==> src/rtl/imem_port_arbiter_pkg.sv <==
// Shared types and constants for the instruction-memory port arbiter.
// Optional misalignment check is enabled by defining IMEM_ARB_ALIGN_CHECK_EN.
package imem_arb_pkg;

   localparam int ADDR_W_DEFAULT = 10;
   localparam int WORD_BYTES     = 4;

   typedef enum logic [1:0] {
      IDLE  = 2'd0,
      READ  = 2'd1,
      LAST  = 2'd2,
      WRITE = 2'd3
   } state_t;

   // Grant encoding doubles as the bit index into req/gnt vectors.
   typedef enum logic {
      GNT_FETCH = 1'b0,
      GNT_LOAD  = 1'b1
   } grant_t;

endpackage

==> src/rtl/imem_port_arbiter_if.sv <==
// Fetch, loader and memory-side signals of the instruction-memory port arbiter.
// slave is the arbiter's view; master is the clients' and memory's view.
interface imem_port_arbiter_if
   import imem_arb_pkg::*;
#(
   parameter int ADDR_W = ADDR_W_DEFAULT
);
   logic              fetch_valid;
   logic              fetch_ready;
   logic [ADDR_W-1:0] fetch_addr;
   logic              fetch_rvalid;
   logic [31:0]       fetch_rdata;
   logic              fetch_err;

   logic              load_valid;
   logic              load_ready;
   logic [ADDR_W-1:0] load_addr;
   logic [7:0]        load_data;

   logic              mem_en;
   logic              mem_we;
   logic [ADDR_W-1:0] mem_addr;
   logic [7:0]        mem_wdata;
   logic [7:0]        mem_rdata;

   modport slave (
      input  fetch_valid, fetch_addr, load_valid, load_addr, load_data, mem_rdata,
      output fetch_ready, fetch_rvalid, fetch_rdata, fetch_err, load_ready,
             mem_en, mem_we, mem_addr, mem_wdata
   );

   modport master (
      output fetch_valid, fetch_addr, load_valid, load_addr, load_data, mem_rdata,
      input  fetch_ready, fetch_rvalid, fetch_rdata, fetch_err, load_ready,
             mem_en, mem_we, mem_addr, mem_wdata
   );
endinterface

==> src/rtl/imem_rr_arb.sv <==
// Two-way round-robin arbiter: on a tie, grants the requester not granted last.
// Bit 0 is fetch, bit 1 is load; last grant resets to load so fetch wins first.
module imem_rr_arb
   import imem_arb_pkg::*;
(
   input  logic       clk,
   input  logic       rst,
   input  logic [1:0] req,
   input  logic       advance,
   output logic [1:0] gnt
);
   grant_t last_grant_reg;

   always_comb begin
      gnt = req;
      if (req == 2'b11) begin
         gnt = (last_grant_reg == GNT_LOAD) ? 2'b01 : 2'b10;
      end
   end

   always_ff @(posedge clk or negedge rst) begin
      if (!rst) begin
         last_grant_reg <= GNT_LOAD;
      end else if (advance && (gnt != 2'b00)) begin
         last_grant_reg <= gnt[0] ? GNT_FETCH : GNT_LOAD;
      end
   end
endmodule

==> src/rtl/imem_port_arbiter.sv <==
// Shares the byte-wide instruction memory port between fetch (4-byte big-endian
// reads) and the loader (byte writes). IMEM_ARB_ALIGN_CHECK_EN flags misaligned fetches.
module imem_port_arbiter
   import imem_arb_pkg::*;
#(
   parameter int ADDR_W = ADDR_W_DEFAULT
) (
   input  logic               clk,
   input  logic               rst,
   imem_port_arbiter_if.slave bus,
   output logic               busy
);
   localparam logic [1:0] LAST_BYTE = 2'(WORD_BYTES - 1);

   state_t            state_reg, state_next;
   logic [ADDR_W-1:0] addr_reg;
   logic [1:0]        cnt_reg;
   logic [23:0]       acc_reg;
   logic [31:0]       rdata_reg;
   logic              rvalid_reg;
   logic              err_reg;
   logic              misalign_reg;
   logic [7:0]        wdata_reg;

   logic [1:0] req;
   logic [1:0] gnt;
   logic       advance;
   logic       fetch_acc;
   logic       load_acc;
   logic       misalign;

   assign req     = {bus.load_valid, bus.fetch_valid};
   assign advance = (state_reg == IDLE);

   imem_rr_arb u_arb (
      .clk     (clk),
      .rst     (rst),
      .req     (req),
      .advance (advance),
      .gnt     (gnt)
   );

   assign fetch_acc = (state_reg == IDLE) && gnt[0];
   assign load_acc  = (state_reg == IDLE) && gnt[1];

`ifdef IMEM_ARB_ALIGN_CHECK_EN
   assign misalign = (bus.fetch_addr[1:0] != 2'b00);
`else
   assign misalign = 1'b0;
`endif

   always_ff @(posedge clk or negedge rst) begin
      if (!rst) begin
         state_reg <= IDLE;
      end else begin
         state_reg <= state_next;
      end
   end

   always_comb begin
      state_next      = state_reg;
      bus.fetch_ready = fetch_acc;
      bus.load_ready  = load_acc;
      bus.mem_en      = 1'b0;
      bus.mem_we      = 1'b0;
      bus.mem_addr    = '0;
      bus.mem_wdata   = '0;
      busy            = (state_reg != IDLE);
      case (state_reg)
         IDLE: begin
            if (fetch_acc) begin
               state_next = misalign ? LAST : READ;
            end else if (load_acc) begin
               state_next = WRITE;
            end
         end
         READ: begin
            bus.mem_en   = 1'b1;
            bus.mem_addr = addr_reg + ADDR_W'(cnt_reg);
            if (cnt_reg == LAST_BYTE) begin
               state_next = LAST;
            end
         end
         LAST: begin
            state_next = IDLE;
         end
         WRITE: begin
            bus.mem_en    = 1'b1;
            bus.mem_we    = 1'b1;
            bus.mem_addr  = addr_reg;
            bus.mem_wdata = wdata_reg;
            state_next    = IDLE;
         end
         default: state_next = IDLE;
      endcase
   end

   // Read data trails the issued address by one cycle, so byte k-1 lands while reading k.
   always_ff @(posedge clk or negedge rst) begin
      if (!rst) begin
         addr_reg     <= '0;
         cnt_reg      <= '0;
         acc_reg      <= '0;
         rdata_reg    <= '0;
         rvalid_reg   <= 1'b0;
         err_reg      <= 1'b0;
         misalign_reg <= 1'b0;
         wdata_reg    <= '0;
      end else begin
         rvalid_reg <= 1'b0;
         err_reg    <= 1'b0;
         case (state_reg)
            IDLE: begin
               if (fetch_acc) begin
                  addr_reg     <= bus.fetch_addr;
                  cnt_reg      <= '0;
                  misalign_reg <= misalign;
               end else if (load_acc) begin
                  addr_reg  <= bus.load_addr;
                  wdata_reg <= bus.load_data;
               end
            end
            READ: begin
               cnt_reg <= cnt_reg + 2'd1;
               if (cnt_reg != 2'd0) begin
                  acc_reg <= {acc_reg[15:0], bus.mem_rdata};
               end
            end
            LAST: begin
               rvalid_reg <= 1'b1;
               if (misalign_reg) begin
                  rdata_reg <= '0;
                  err_reg   <= 1'b1;
               end else begin
                  rdata_reg <= {acc_reg, bus.mem_rdata};
               end
            end
            default: ;
         endcase
      end
   end

   assign bus.fetch_rvalid = rvalid_reg;
   assign bus.fetch_rdata  = rdata_reg;
`ifdef IMEM_ARB_ALIGN_CHECK_EN
   assign bus.fetch_err    = err_reg;
`else
   assign bus.fetch_err    = 1'b0;
`endif
endmodule
==> src/flat_wrapper.sv <==
// flat-port wrapper written by rule: the top's interface ports become plain ports
module imem_port_arbiter_flat import imem_arb_pkg::*;
#(
   parameter int ADDR_W = ADDR_W_DEFAULT
)
  (clk, rst, busy, bus_fetch_valid, bus_fetch_addr, bus_load_valid, bus_load_addr, bus_load_data, bus_mem_rdata, bus_fetch_ready, bus_fetch_rvalid, bus_fetch_rdata, bus_fetch_err, bus_load_ready, bus_mem_en, bus_mem_we, bus_mem_addr, bus_mem_wdata);
  imem_port_arbiter_if #(.ADDR_W(ADDR_W)) bus_i ();
  input  logic clk;
  input  logic rst;
  output logic busy;
  input wire logic [$bits(bus_i.fetch_valid)-1:0] bus_fetch_valid;
  input wire logic [$bits(bus_i.fetch_addr)-1:0] bus_fetch_addr;
  input wire logic [$bits(bus_i.load_valid)-1:0] bus_load_valid;
  input wire logic [$bits(bus_i.load_addr)-1:0] bus_load_addr;
  input wire logic [$bits(bus_i.load_data)-1:0] bus_load_data;
  input wire logic [$bits(bus_i.mem_rdata)-1:0] bus_mem_rdata;
  output wire logic [$bits(bus_i.fetch_ready)-1:0] bus_fetch_ready;
  output wire logic [$bits(bus_i.fetch_rvalid)-1:0] bus_fetch_rvalid;
  output wire logic [$bits(bus_i.fetch_rdata)-1:0] bus_fetch_rdata;
  output wire logic [$bits(bus_i.fetch_err)-1:0] bus_fetch_err;
  output wire logic [$bits(bus_i.load_ready)-1:0] bus_load_ready;
  output wire logic [$bits(bus_i.mem_en)-1:0] bus_mem_en;
  output wire logic [$bits(bus_i.mem_we)-1:0] bus_mem_we;
  output wire logic [$bits(bus_i.mem_addr)-1:0] bus_mem_addr;
  output wire logic [$bits(bus_i.mem_wdata)-1:0] bus_mem_wdata;
  assign bus_i.fetch_valid = bus_fetch_valid;
  assign bus_i.fetch_addr = bus_fetch_addr;
  assign bus_i.load_valid = bus_load_valid;
  assign bus_i.load_addr = bus_load_addr;
  assign bus_i.load_data = bus_load_data;
  assign bus_i.mem_rdata = bus_mem_rdata;
  assign bus_fetch_ready = bus_i.fetch_ready;
  assign bus_fetch_rvalid = bus_i.fetch_rvalid;
  assign bus_fetch_rdata = bus_i.fetch_rdata;
  assign bus_fetch_err = bus_i.fetch_err;
  assign bus_load_ready = bus_i.load_ready;
  assign bus_mem_en = bus_i.mem_en;
  assign bus_mem_we = bus_i.mem_we;
  assign bus_mem_addr = bus_i.mem_addr;
  assign bus_mem_wdata = bus_i.mem_wdata;
  imem_port_arbiter #(.ADDR_W(ADDR_W)) u_core (.clk(clk), .rst(rst), .bus(bus_i), .busy(busy));
endmodule
==> config.mk <==
export PLATFORM = sky130hd
export DESIGN_NAME = imem_port_arbiter_flat
export DESIGN_NICKNAME = d
export VERILOG_FILES = /design/src/rtl/imem_port_arbiter_pkg.sv /design/src/rtl/imem_port_arbiter_if.sv /design/src/rtl/imem_rr_arb.sv /design/src/rtl/imem_port_arbiter.sv /design/src/flat_wrapper.sv
export SDC_FILE = /design/constraint.sdc
export NUM_CORES = 1
export LEC_CHECK = 0
export ABC_AREA = 1
export BUFFER_PORTS_ARGS = -buffer_cell sky130_fd_sc_hd__buf_4
export CORE_UTILIZATION = 30
export CTS_CLUSTER_SIZE = 24
export DETAILED_ROUTE_END_ITERATION = 8
export GPL_TIMING_DRIVEN = 1
export SLEW_MARGIN = 20
export SYNTH_ARGS = -nofsm -noshare
export SYNTH_HDL_FRONTEND = slang
export SYNTH_SLANG_ARGS = --single-unit
==> constraint.sdc <==
create_clock -name clk -period 2.6 [get_ports clk]
set_clock_uncertainty 0.2 [all_clocks]
set_input_delay 0.52 -clock clk [delete_from_list [all_inputs] [get_ports clk]]
set_output_delay 0.52 -clock clk [all_outputs]
set_load 0.02 [all_outputs]
# Word level (Yosys, flattened, before mapping)
# Index checks and enable logic that the tools add are counted.
# W data, S select, Z words.
# word_totals
reg_bits,80
elab_cells,51
out_inout_bits,57
# op_classes
n_eq_ne,8
muxes,16
bitwise,1
n_reduce_logical,16
addsub,2
# op_table
cell,count
$mux W10,2
$pmux W10 S2,1
$mux W2,6
$add A10 B2 Y10,1
$reduce_bool A2 Y1,5
$eq A2 B2 Y1 const B,4
$mux W8,1
$reduce_and A2 Y1,4
$pmux W2 S3,1
$mux W1,4
$pmux W2 S2,1
$reduce_or A2 Y1,2
$logic_and A1 B1 Y1,3
$ne A3 B3 Y1 const B,1
$reduce_and A3 Y1,1
$add A2 B1 Y2 const B,1
$eq A2 B1 Y1 const B,1
$logic_not A2 Y1,1
$ne A2 B1 Y1 const B,1
$ne A2 B2 Y1 const B,1
$not A1 Y1,1

# Longest topological paths before layout
# Gate-level depths: netlist of run 1.
# logic_depth
word_depth,6
mapped_depth,9
ltp_nobuf,9

# By module
# A second synthesis of run 1 with hierarchy kept.
# hier_totals
hier_cells,440
area_unflattened_um2,3628.5
# modules_own_cells
mod,area_each_um2,instances,cells_per_inst
imem_port_arbiter,3567.2,1,432
imem_rr_arb,61.3,1,8

# Worst setup path after synthesis of run 1
# OpenSTA, ideal clock, no wires.
# synth_path
kind,register -> output
start,reg u_core.cnt_reg[0]
end,out bus_mem_addr[4]
setup_slack_ps,166
arrival_time_ps,1714
t_required_ps,1880
stages_incl_launch_ff,7
cell_sequence,dfrtp_1 > ha_1 > inv_1 > fa_1 > nor3_1 > a21oi_1 > nor3_1
# synth_between
elab_chain_cells,2
# synth_rtl
item,line_no,rtl
from (decl),imem_port_arbiter.sv:17,logic [1:0] cnt_reg;
from (signal assigned),imem_port_arbiter.sv:124,cnt_reg <= cnt_reg + 2'd1;
$add A10 B2 Y10,imem_port_arbiter.sv:79,bus.mem_addr = addr_reg + ADDR_W'(cnt_reg);
$pmux W10 S2,imem_port_arbiter.sv:69,case (state_reg)
to (decl),flat_wrapper.sv:24,output wire logic [$bits(bus_i.mem_addr)-1:0] bus_mem_addr;
# Every way passes these cells.

# Worst setup path in the final report of run 1
# layout_path
start,reg u_core.addr_reg[0]
end,out bus_mem_addr[8]
# layout_between
elab_chain_cells,2
# layout_rtl
item,line_no,rtl
from (decl),imem_port_arbiter.sv:16,logic [ADDR_W-1:0] addr_reg;
from (signal assigned),imem_port_arbiter.sv:115,addr_reg <= bus.fetch_addr;
from (signal assigned),imem_port_arbiter.sv:119,addr_reg <= bus.load_addr;
$add A10 B2 Y10,imem_port_arbiter.sv:79,
$pmux W10 S2,imem_port_arbiter.sv:69,
# Every way passes these cells.

==> results.py, run 1 <==
metrics = {
    "power": {
        "p_leak_nw": 2.46,
        "peakVddDrop_uv": 531,
        "p_per_area_nw_per_um2": 1340,
    },
    "setup_path": {
        "crit_type": "register to primary output",
        "reg2reg_to": "u_core.bus.fetch_rdata[5]$_DFFE_PN0P_",
        "cp_max_fo": 3,
        "crit_end": "bus_mem_addr[8]",
        "crit_start": "u_core.addr_reg[0]$_DFFE_PN0P_",
        "r2r_setup_slack_ns": 0.75,
        "worstPathRequired_ns": 1.88,
        "endpoint_kind": "primary output",
        "critPathArrivalTime_ns": 1.94,
        "reg2reg_depth": 4,
        "crit_path_start_kind": "register",
        "reg2reg_from": "u_core.state_reg[1]$_DFFE_PN0P_",
    },
    "yosys": {
        "syn_inst": 409,
        "avgSynthCellArea_sq_um": 8.66,
        "yosysSeqAreaShare": 0.566,
        "syn_area_sq_um": 3540,
        "synth_nets": 454,
        "synth_top_area_cell": "dfrtp_1",
        "async_reset_ff_frac": 1.00,
        "yosys.cell_types.count": 29,
        "synth-seq-cells": 80,
        "ys.flop_type": "dfrtp_1",
        "yosysWarnings": 0,
        "yosys-top-cells-area": "dfrtp_1 (56%), nand2_1 (14%), inv_1 (5.5%)",
        "netlist.area_leader.share": 0.558,
        "synth_edf_count": 0,
    },
    "cells_and_area": {
        "drive_above_1_share": 0.273,
        "largest_reg_flops": 32,
        "diodes": 0,
        "design_area_sq_um": 4730,
        "layout.nets": 551,
        "area_growth_syn_to_layout_pct": 33.5,
        "post-route-util": 0.412,
    },
    "worst_hold_path": {
        "hp-class": "input pin to asynchronous set/reset pin",
    },
    "clock_tree": {
        "cts-root-buf": "clkbuf_16",
        "clk_latency_ns": 0.33,
        "clk_pin_slew_ns": 0.06,
        "h-tree-depth": 3,
        "cts_tree": "built",
        "cts_made_buffers": 9,
        "cts_hold_buf": 0,
        "cts_sinks": 80,
        "clockBufferDepth": 2,
    },
    "drt": {
        "drt_first_pass_iters": 5,
        "drc": 0,
        "ant_nets": 0,
        "first_iter_violations": 170,
        "routed_via_density": 4.53,
        "routedWlPerCell_um": 12.8,
        "vias": 2953,
        "routed_wl_um": 8320,
    },
    "die": {
        "ios": 97,
        "die_w_um": 111,
        "fp.dieH_um": 111,
        "initial_core_util": 0.309,
        "core_area_sq_um": 11500,
        "dieArea_sq_um": 12200,
        "row_count": 39,
    },
    "sta": {
        "drv_slew": 0,
        "post-route-min-period_ns": 2.66,
        "grt_setup_unrepaired": "true",
        "max_slew_margin": 0.439,
        "tightestPinTransition_ns": 0.840,
        "finalSetupTns_ns": -0.163,
        "hold_viol": 0,
        "max_freq_ghz": 0.375,
        "setup_viol": 3,
        "fin_crit_sh": 1.02,
        "layout_setup_ws_ns": -0.0638,
    },
    "global_routing": {
        "grt_pass1_wl_um": 14000,
        "grt-ovfl-total": 0,
        "grt_pass1_vias": 2916,
        "antenna_found_initial": 0,
        "grt_max_degree": 57,
        "grt_use_total": 0.142,
    },
    "placed_design": {
        "dp_hpwl_um": 5970,
        "portBuffers": 95,
        "place_area_sq_um": 4350,
        "gp_congestion": 0.921,
    },
    "status": {
        "violations": "negative setup slack",
        "status": "complete, but fails checks",
    },
    "flow_run": {
        "drv_cap": 0,
    },
}
[cells in the mapped netlist, types with 3 or more instances]
master    count
o21ai_1      30
buf_2         5
nor2_1       21
o21ai_0      27
inv_1        52
buf_4         3
nand2_1     133
dfrtp_1      79
a21oi_1       6
o21ai_2       6
ha_1          4
nor3_1        3
buf_6         6
o211ai_1      6
nand3_1      11
[metal layers]
| layer | up-vias | wire length, um | track usage |
|---|---|---|---|
| met4 | 0 | 119 | 0.0542 |
| met5 | - | 0 | 0 |
| li1 | 1473 | - | - |
| met2 | 86 | 4080 | 0.229 |
| met1 | 1382 | 3760 | 0.188 |
| met3 | 12 | 366 | 0.0273 |
[logic make-up (layout without fill, tap and decap cells)]
kind of cell / count (synthesis) / after routing / synth area share
compound gates: 77 / 77 / 0.121
simple gates: 174 / 174 / 0.198
flops: 80 / 80 / 0.566
other cells: 1 / 1 / 0.00106
buf+inv: 72 / 172 / 0.0947
fa+ha+maj: 5 / 5 / 0.0198
[worst min-delay path by stage]
stage | from | to | slack (ns) | cells after the start
3_5_place_dp | u_core.u_arb.last_grant_reg$_DFFE_PN1P_ | u_core.u_arb.last_grant_reg$_DFFE_PN1P_ | 0.26 | 2
5_1_grt | rst | u_core.bus.fetch_rdata[0]$_DFFE_PN0P_ | 0.06 | 1
3_3_place_gp | u_core.u_arb.last_grant_reg$_DFFE_PN1P_ | u_core.u_arb.last_grant_reg$_DFFE_PN1P_ | 0.26 | 2
2_1_floorplan | rst | u_core.acc_reg[0]$_DFFE_PN0P_ | 0.02 | 0
4_1_cts | rst | u_core.bus.fetch_rdata[0]$_DFFE_PN0P_ | 0.04 | 1
6_report | rst | u_core.bus.fetch_rdata[0]$_DFFE_PN0P_ | 0.006 | 1
[area by class of cell]
cell class	count	area (sq um)
clock buffers	9	225
clock inverters	5	108
fillers	1146	6740
inverters	55	209
multi-input cells	257	1230
flip-flops and latches	80	2000
well taps	143	179
repair buffers	103	777
[cells in the final DEF, fill, tap and decap left out, types with 2 or more instances in the layout]
master / instances
bufinv_16: 3
inv_1: 50
o211ai_1: 6
nand4_1: 2
clkinv_4: 2
nor2_1: 18
o21ai_1: 30
a21oi_1: 6
o21ai_0: 27
ha_1: 3
nand3_1: 11
dfrtp_1: 79
o21ai_2: 6
clkbuf_16: 9
inv_2: 4
nand2_1: 133
nor2_2: 3
nor3_1: 2
buf_4: 102
[power by group]
group          internal [mW]  switching (mW)
Combinational           1.04            1.70
Sequential              1.82           0.340
Clock                  0.930           0.489
Total                   3.79            2.52
[repair_timing]
action	CTS	global route
endpoints found under the setup margin	4	4
resized for setup	3	7
buffers inserted	2	1
pin swaps	2	4
[through the flow]
step | power (mW) | cells | worst slack, ns | hold WS [ns]
final | 6.32 | 652 | -0.0638 | 0.00597
after global routing | 6.80 | 652 | -0.144 | 0.0572
after CTS | 6.35 | 651 | -0.0576 | 0.0405
after detailed placement | 4.87 | 635 | 0.159 | 0.260
after global placement | 4.80 | 635 | 0.248 | 0.259
after floorplan | 3.92 | 409 | 0.166 | 0.0244
[worst max-delay path, cell delays in order, from the launching register on]
cell	delay [ns]
dfrtp_1	0.35
ha_2	0.19
inv_2	0.04
fa_2	0.38
buf_4	0.16
nor2_4	0.07
nand3_1	0.08
nand2_1	0.06
nand3_1	0.06
nand2_1	0.09
buf_6	0.12
(Power assumes the default switching activity.)
==> inputs of run 2 (changes only) <==
--- a/config.mk
+++ b/config.mk
@@ -5,7 +5,6 @@
 export SDC_FILE = /design/constraint.sdc
 export NUM_CORES = 1
 export LEC_CHECK = 0
-export ABC_AREA = 1
 export BUFFER_PORTS_ARGS = -buffer_cell sky130_fd_sc_hd__buf_4
 export CORE_UTILIZATION = 30
 export CTS_CLUSTER_SIZE = 24
==> results.py, run 2 <==
metrics = {
    "status": {
        "status": "complete, but fails checks",
        "violations": "negative setup slack",
    },
    "global_routing": {
        "grt_pass1_vias": 2479,
        "grt_util_met3": 0.0384,
        "grt_util_met2": 0.210,
        "grt_use_total": 0.133,
        "grt_pass1_wl_um": 12900,
        "top_usage_layer": "met2",
        "antenna_found_initial": 0,
        "grt-ovfl-total": 0,
        "grt_max_degree": 44,
        "grt_use_met1": 0.171,
    },
    "yosys": {
        "netlist.area_leader.share": 0.560,
        "async_reset_ff_frac": 1.00,
        "synth_edf_count": 0,
        "synth.most_common_cell": "dfrtp_1",
        "yosysSeqAreaShare": 0.568,
        "synth_nets": 305,
        "synth_top_area_cell": "dfrtp_1",
        "avgSynthCellArea_sq_um": 13.6,
        "yosys-top-cells-area": "dfrtp_1 (56%), mux2_2 (20%), a221o_1 (2.8%)",
        "ys.flop_type": "dfrtp_1",
        "synth-seq-cells": 80,
        "yosysWarnings": 0,
        "yosys.cell_types.count": 38,
        "syn_area_sq_um": 3530,
        "synth_commonest_cells": "dfrtp_1 (79), mux2_2 (64), and3_1 (11), a221o_1 (10)",
        "syn_inst": 260,
    },
    "clock_tree": {
        "cts_sinks": 80,
        "clockBufferDepth": 2,
        "cts-root-buf": "clkbuf_16",
        "cts_made_buffers": 9,
        "clk_latency_ns": 0.33,
        "h-tree-depth": 3,
        "clk_pin_slew_ns": 0.07,
        "cts_tree": "built",
    },
    "placed_design": {
        "dp_hpwl_um": 5340,
        "portBuffers": 95,
        "place_area_sq_um": 4450,
        "dp.cells": 496,
        "gp_congestion": 0.799,
        "dp_slack_ns": 0.0762,
    },
    "die": {
        "dieArea_sq_um": 12200,
        "core_area_sq_um": 11400,
        "ios": 97,
        "initial_core_util": 0.309,
        "row_count": 39,
        "fp.dieH_um": 110,
        "die_w_um": 110,
    },
    "flow_run": {
        "drv_cap": 0,
    },
    "sta": {
        "hold_viol": 0,
        "tightestPinTransition_ns": 0.505,
        "drv_slew": 0,
        "max_freq_ghz": 0.359,
        "layout_setup_ws_ns": -0.189,
        "setup_viol": 8,
        "finalSetupTns_ns": -0.740,
        "fin_crit_sh": 1.07,
        "max_slew_margin": 0.664,
        "post-route-min-period_ns": 2.79,
        "grt_setup_unrepaired": "true",
    },
    "cells_and_area": {
        "layout.nets": 418,
        "area_growth_syn_to_layout_pct": 40.8,
        "instances_no_fill": 521,
        "drive_above_1_share": 0.582,
        "layout_commonest_cell": "buf_4",
        "diodes": 0,
        "largest_reg_flops": 32,
        "multiInputGateArea_sq_um": 1470,
        "seq_area_sq_um": 2000,
        "layout_common_cells": "buf_4 (109), dfrtp_1 (79), mux2_2 (64), and3_1 (11), a221o_1 (10)",
        "fillCellCount": 1058,
        "design_area_sq_um": 4970,
    },
    "drt": {
        "vias": 2505,
        "drc": 0,
        "drt_first_pass_iters": 4,
        "routedWlPerCell_um": 15.0,
        "routed_via_density": 4.81,
        "first_iter_violations": 57,
        "ant_nets": 0,
        "routed_wl_um": 7800,
    },
    "power": {
        "p_leak_nw": 2.33,
        "total_power_mw": 7.24,
        "peakVddDrop_uv": 639,
        "p_per_area_nw_per_um2": 1460,
    },
    "setup_path": {
        "critPathBufInv": 2,
        "r2r_setup_slack_ns": 0.53,
        "endpoint_kind": "primary output",
        "crit_family": "simple AND/OR/NAND/NOR gates",
        "cp_cell_sequence": "inv_1 -> fa_2 -> and4bb_4 -> nand3_2 -> mux2i_1 -> buf_4",
        "slowest_stage": "dfrtp_1",
        "crit_path_start_kind": "register",
        "critPathArrivalTime_ns": 2.07,
        "worstPathRequired_ns": 1.88,
        "critPathMaxStageDelay_ns": 0.43,
        "crit_type": "register to primary output",
        "cp_max_fo": 3,
    },
    "worst_hold_path": {
        "hp-class": "input pin to register",
    },
}
-- run 2: cell count changes in the layout (fill, tap and decap cells not counted), sizes merged, moves of 4 or more --
cell / change
a21boi: +9
a221o: +10
and3: +11
buf: +14
inv: -46
mux2: +64
nand2: -125
nand2b: +4
nand3: -8
nor2: -17
o211ai: -6
o21ai: -58
-- run 2: metal layers --
layer,routed length [um],up-vias
li1,-,1163
met1,3570,1252
met2,3680,79
met3,445,11
met4,109,0
met5,0,-
-- run 2: layout make-up --
| cell class | instances | share of cell area |
|---|---|---|
| clock buffer | 10 | 0.0461 |
| clock inverter | 6 | 0.0232 |
| inverter | 8 | 0.00604 |
| multi-input combinational | 156 | 0.295 |
| sequential | 80 | 0.403 |
| tap | 143 | 0.0360 |
| timing repair buffer | 118 | 0.190 |
-- run 2: worst register-to-register path, stage by stage, from the launching register on --
cell	delay, ns
dfrtp_1	0.40
buf_4	0.19
nor2_1	0.18
and3_1	0.40
buf_4	0.25
mux2_2	0.35
-- run 2: power by group --
group | total, mW | internal (mW) | switching, mW
Clock | 1.47 | 0.946 | 0.523
Sequential | 2.35 | 1.90 | 0.448
Combinational | 3.42 | 1.81 | 1.61
-- run 2: what timing repair did --
item / 4_1_cts / 5_1_grt
endpoints found under the hold margin: 37 / 0
resized for setup: 16 / 11
setup endpoints to repair: 8 / 9
hold buffers: 1 / 0
buffers inserted: 7 / 1
pin swaps: 9 / 3
cloned: 0 / 0
-- run 2: worst paths after layout --
kind	startpoint	endpoint	depth (start not counted)
setup reg to reg	u_core.state_reg[1]$_DFFE_PN0P_	u_core.wdata_reg[1]$_DFFE_PN0P_	5
max in group asynchronous	rst	u_core.u_arb.last_grant_reg$_DFFE_PN1P_	3
hold / removal	bus_load_addr[7]	u_core.addr_reg[7]$_DFFE_PN0P_	2
setup / recovery	u_core.cnt_reg[1]$_DFFE_PN0P_	bus_mem_addr[8]	6
min in group asynchronous	rst	u_core.bus.fetch_rdata[4]$_DFFE_PN0P_	2
hold reg to reg	u_core.acc_reg[17]$_DFFE_PN0P_	u_core.acc_reg[17]$_DFFE_PN0P_	1
-- run 2: cells by family after synthesis --
family                     Yosys count  synth area share
AOI/OAI and AO/OA                   37            0.0755
adders and majority gates            5            0.0199
DFF                                 80             0.568
other                                1           0.00106
and+or+nand+nor                     45            0.0791
buffers and inverters               24            0.0415
muxes                               67             0.213
xor gates and xnor gates             1           0.00248
-- run 2: metrics by stage --
step                hold WS [ns]  utilization
detailed placement         0.291        0.389
global placement           0.283        0.389
finish                     0.219        0.435
global route               0.206        0.435
floorplan                 0.0244            -
CTS                        0.205        0.431
